**src/rtl/dac_spi_tx.sv**
```systemverilog
// Shifts one latched pair of 12-bit DAC codes into an MCP4922-style dual DAC:
// frame A, gap, frame B, gap, then a single LDAC_n pulse so both outputs update together.
module dac_spi_tx #(
  parameter int CLK_DIV  = 2,
  parameter bit BUF_BIT  = 1'b0,
  parameter bit GA_N_BIT = 1'b1
) (
  input  logic        clk,
  input  logic        resetn,
  input  logic        sample_valid,
  input  logic [11:0] u_dac_a,
  input  logic [11:0] u_dac_b,
  output logic        busy,
  output logic        done,
  output logic        overrun,
  output logic        dac_cs_n,
  output logic        dac_sck,
  output logic        dac_sdi,
  output logic        dac_ldac_n
);

  typedef enum logic [2:0] {
    S_IDLE    = 3'd0,
    S_FRAME_A = 3'd1,
    S_GAP_A   = 3'd2,
    S_FRAME_B = 3'd3,
    S_GAP_B   = 3'd4,
    S_LDAC    = 3'd5
  } state_t;

  localparam logic [7:0] DIV_M1 = 8'(CLK_DIV - 1);
  localparam logic [8:0] GAP_M1 = 9'(2 * CLK_DIV - 1);

  function automatic logic [15:0] frame_word(input logic ab, input logic [11:0] code);
    return {ab, BUF_BIT, GA_N_BIT, 1'b1, code};
  endfunction

  state_t      r_state;
  logic [15:0] r_word_a;
  logic [15:0] r_word_b;
  logic [7:0]  r_div;
  logic [4:0]  r_half;
  logic [8:0]  r_cnt;
  logic        r_busy;
  logic        r_done;
  logic        r_overrun;
  logic        r_cs_n;
  logic        r_sck;
  logic        r_sdi;
  logic        r_ldac_n;

  logic [15:0] w_word;
  logic [3:0]  w_bit_idx;
  logic        w_next_sdi;

  // r_half[4:1] is the bit just clocked out; the falling edge presents the next one.
  assign w_word     = (r_state == S_FRAME_B) ? r_word_b : r_word_a;
  assign w_bit_idx  = 4'd14 - r_half[4:1];
  assign w_next_sdi = w_word[w_bit_idx];

  // Transfer sequencer with all pin values registered.
  always_ff @(posedge clk or negedge resetn) begin
    if (!resetn) begin
      r_state   <= S_IDLE;
      r_word_a  <= 16'h0000;
      r_word_b  <= 16'h0000;
      r_div     <= 8'd0;
      r_half    <= 5'd0;
      r_cnt     <= 9'd0;
      r_busy    <= 1'b0;
      r_done    <= 1'b0;
      r_overrun <= 1'b0;
      r_cs_n    <= 1'b1;
      r_sck     <= 1'b0;
      r_sdi     <= 1'b0;
      r_ldac_n  <= 1'b1;
    end else begin
      r_done <= 1'b0;
      if (sample_valid && r_busy) begin
        r_overrun <= 1'b1;
      end
      case (r_state)
        S_IDLE: begin
          if (sample_valid) begin
            r_word_a <= frame_word(1'b0, u_dac_a);
            r_word_b <= frame_word(1'b1, u_dac_b);
            r_cs_n   <= 1'b0;
            r_sdi    <= 1'b0;
            r_busy   <= 1'b1;
            r_div    <= 8'd0;
            r_half   <= 5'd0;
            r_state  <= S_FRAME_A;
          end
        end
        S_FRAME_A, S_FRAME_B: begin
          if (r_div == DIV_M1) begin
            r_div <= 8'd0;
            if (r_half == 5'd31) begin
              // sck falls here; cs_n is held low one more cycle so it never moves with sck high
              r_sck   <= 1'b0;
              r_sdi   <= 1'b0;
              r_cnt   <= 9'd0;
              r_state <= (r_state == S_FRAME_A) ? S_GAP_A : S_GAP_B;
            end else begin
              r_half <= r_half + 5'd1;
              r_sck  <= ~r_sck;
              if (r_sck) begin
                r_sdi <= w_next_sdi;
              end
            end
          end else begin
            r_div <= r_div + 8'd1;
          end
        end
        S_GAP_A, S_GAP_B: begin
          if (r_cnt == GAP_M1) begin
            r_cnt <= 9'd0;
            if (r_state == S_GAP_A) begin
              r_cs_n  <= 1'b0;
              r_sdi   <= r_word_b[15];
              r_div   <= 8'd0;
              r_half  <= 5'd0;
              r_state <= S_FRAME_B;
            end else begin
              r_cs_n   <= 1'b1;
              r_ldac_n <= 1'b0;
              r_state  <= S_LDAC;
            end
          end else begin
            r_cs_n <= 1'b1;
            r_cnt  <= r_cnt + 9'd1;
          end
        end
        S_LDAC: begin
          if (r_cnt == GAP_M1) begin
            r_ldac_n <= 1'b1;
            r_busy   <= 1'b0;
            r_done   <= 1'b1;
            r_state  <= S_IDLE;
          end else begin
            r_cnt <= r_cnt + 9'd1;
          end
        end
        default: begin
          r_state  <= S_IDLE;
          r_busy   <= 1'b0;
          r_cs_n   <= 1'b1;
          r_sck    <= 1'b0;
          r_sdi    <= 1'b0;
          r_ldac_n <= 1'b1;
        end
      endcase
    end
  end

  assign busy       = r_busy;
  assign done       = r_done;
  assign overrun    = r_overrun;
  assign dac_cs_n   = r_cs_n;
  assign dac_sck    = r_sck;
  assign dac_sdi    = r_sdi;
  assign dac_ldac_n = r_ldac_n;

endmodule

```
**config.mk**
```make
export PLATFORM = sky130hd
export DESIGN_NAME = dac_spi_tx
export DESIGN_NICKNAME = d
export VERILOG_FILES = /design/src/rtl/dac_spi_tx.sv
export SDC_FILE = /design/constraint.sdc
export NUM_CORES = 1
export LEC_CHECK = 0
export ABC_AREA = 0
export BUFFER_PORTS_ARGS = -buffer_cell sky130_fd_sc_hd__buf_2
export CAP_MARGIN = 20
export CORE_MARGIN = 10
export CORE_UTILIZATION = 45
export CTS_BUF_LIST = sky130_fd_sc_hd__clkbuf_2
export CTS_CLUSTER_SIZE = 10
export DETAILED_ROUTE_END_ITERATION = 16
export SYNTH_ARGS = -nofsm -noshare
export SYNTH_HDL_FRONTEND = slang
export SYNTH_SLANG_ARGS = --single-unit
```
**constraint.sdc**
```tcl
create_clock -name clk -period 5.5 [get_ports clk]
set_input_delay 0.825 -clock clk [delete_from_list [all_inputs] [get_ports clk]]
set_output_delay 0.825 -clock clk [all_outputs]
set_load 0.02 [all_outputs]
```
==> out/results.ini <==
[outcome]
status = finished clean

[final_layout]
drive_gt1_share_pct = 27.8
nFillCells = 618
layout_commonest_cell = dfrtp_1
final_cells = 394
insertedDiodeCount = 0
finalInstanceArea_um2 = 3390
nets = 346
multi_input_area_um2 = 1510
syn_to_final_growth_pct = 11.9
mostFrequentLayoutCells = 55 x dfrtp_1, 33 x buf_2, 25 x mux2_2, 24 x nor2_1, 20 x nand2_1
regArea_um2 = 1430

[yosys]
yosys_warnings = 0
ys_top_cells_by_area = dfrtp_1 45%, mux2_2 9.3%, mux4_2 3.0%
syn_inst = 282
ys_types = 57
synth_area_um2 = 3030
syn_nets = 316
synth_area_leader_cell = dfrtp_1
ys_ff_latch = 57
async_flop_share_pct = 100
synth_edf_count = 0
synth_area_per_cell_um2 = 10.7
synth_top_cell_area_share_pct = 45.5
synthFlopType = dfrtp_1
synth_seq_area_share_pct = 47.2

[timing]
tightest_slew_ns = 0.825
finalHoldViolCount = 0
drv_slew = 0
layout_min_cycle_time_ns = 2.68
max_slew_margin_pct = 45.0
fmax_mhz = 373
finalSetupViolCount = 0
tns_ns = 0
period_share_pct = 48.7
rsz0062_at_grt = false
finClkSkew_ns = 0.0150

[global_route]
antenna_found_initial = 0
top_usage_layer = met2
grt_max_degree = 58
use_met3_pct = 5.67
grt_pass1_vias = 2196
use_met2_pct = 18.2
grt_pass1_wl_um = 10600
overflow = 0
grt_usage_pct = 12.6
grtUsageMet1_pct = 16.7

[placed_design]
portBuffers = 33
place.gp.congestion = 0.769
dpl.hpwl_um = 4260
placed_area_um2 = 3230
dp.cells = 377

[job]
maxCapViolations = 0

[route]
vias = 2214
totalWireLength_um = 6180
via_per_inst = 5.62
routedWlPerCell_um = 15.7
drt_iter0_drc = 123
drc = 0
drt-pass1-iter-count = 4
ant_nets = 0

[clock_network]
htree_num_levels = 3
post_cts_resized = 0
clk_path_buf_depth = 2
cts_sinks = 57
cts-buffers-inserted = 9
clkLatencyLatePin_ns = 0.47
root_buffer = clkbuf_2
cts_setup_buffers = 0
clk_pin_slew_worst_paths_ns = 0.17
cts_hold_buf = 0
cts_tree = built

[setup_path]
max_stage_delay_ns = 0.60
critPathCaptureType = register
cp.arrival_ns = 3.05
crit_required_ns = 5.87
crit_path_max_fanout = 13
path_class = register to register
cp_slowest_cell = o41ai_4
cp-start-kind = register
crit_chain = inv_1 -> ha_1 -> or4b_4 -> o41ai_4 -> nand3_1 -> a2111oi_0 -> a2bb2oi_1

[floorplanning]
die-area_um2 = 10400
io_pins = 34
rows = 29
start_util_pct = 46.9
die_w_um = 102
core_area_um2 = 6460
die_h_um = 102

[min_path]
hold_class = input pin to asynchronous set/reset pin

[pwr]
p_total_w = 0.000744
leakage_nw = 1.58
ir_drop_uv = 158
power_density_nw_per_um2 = 220

-- cells in the mapped netlist, drive strengths merged (5+ instances only) --
| master | count |
|---|---|
| a21oi | 6 |
| and3 | 7 |
| buf | 7 |
| clkbuf | 9 |
| dfrtp | 55 |
| ha | 7 |
| inv | 5 |
| mux2 | 25 |
| mux2i | 5 |
| nand2 | 21 |
| nand3 | 11 |
| nand4 | 8 |
| nor2 | 25 |
| nor2b | 7 |
| o21ai | 15 |
| xor2 | 10 |
-- where the power goes --
group | internal, W | leakage [nW] | switching [W]
clock network | 0.000146 | 0.0768 | 0.000157
logic | 0.00000809 | 0.775 | 0.0000122
registers | 0.000420 | 0.728 | 0.000000830
total | 0.000574 | 1.58 | 0.000170
-- through the flow --
| step | hold WS (ns) | utilization [%] | setup WS (ns) |
|---|---|---|---|
| after floorplan | 0.455 | - | 3.41 |
| after detailed placement | 0.441 | 50.0 | 2.86 |
| after global routing | 0.469 | 52.4 | 2.62 |
| after global placement | 0.435 | 50.0 | 2.90 |
| after CTS | 0.460 | 52.0 | 2.83 |
| final | 0.477 | 52.4 | 2.82 |
-- layout make-up --
type                       count  area share (%)
inverter                       5           0.554
clock inverter                 7            2.51
clock buffer                   9            1.33
multi-input combinational    204            44.7
tap                           77            2.84
sequential                    57            42.2
timing repair buffer          35            5.91
-- critical path, delay by kind of cell (launching register included) --
kind,cells,cell delay [ns]
compound gates,3,1.16
fa+ha+maj,1,0.13
flops,1,0.44
buf+inv,1,0.09
simple gates,2,0.76
-- path summary, 6_finish.rpt --
check	from	to	slack (ns)	depth (start not counted)
max reg2reg	r_div[1]	dac_sdi	2.82	7
min	resetn	r_word_b[10]	0.48	2
max in group asynchronous	resetn	r_div[5]	4.54	2
min in group clk	overrun	overrun	0.48	1
min reg2reg	overrun	overrun	0.48	1
max	r_div[1]	dac_sdi	2.82	7
-- cell families after synthesis --
logic type	after synthesis	share of synthesized area [%]
DFF	57	47.2
and+or+nand+nor	103	18.0
muxes	34	13.9
xor gates and xnor gates	11	3.18
AOI/OAI and AO/OA	49	11.9
adders and majority gates	7	2.89
buffers and inverters	21	2.81
-- registers in the layout, indices dropped and copies added (netlist names) --
register and flops:
busy 1, dac_cs_n 1, dac_ldac_n 1, dac_sck 1, dac_sdi 1, done 1
overrun 1, r_cnt 9, r_div 8, r_half 5, r_state 3, r_word_a 13
r_word_b 12
-- layer usage --
layer / vias to the layer above / share of wire, %
li1: 1097 / -
met1: 1074 / 49
met2: 37 / 44
met3: 6 / 6.0
met4: 0 / 1.1
met5: - / 0
Power figures use the tool's default switching activity.
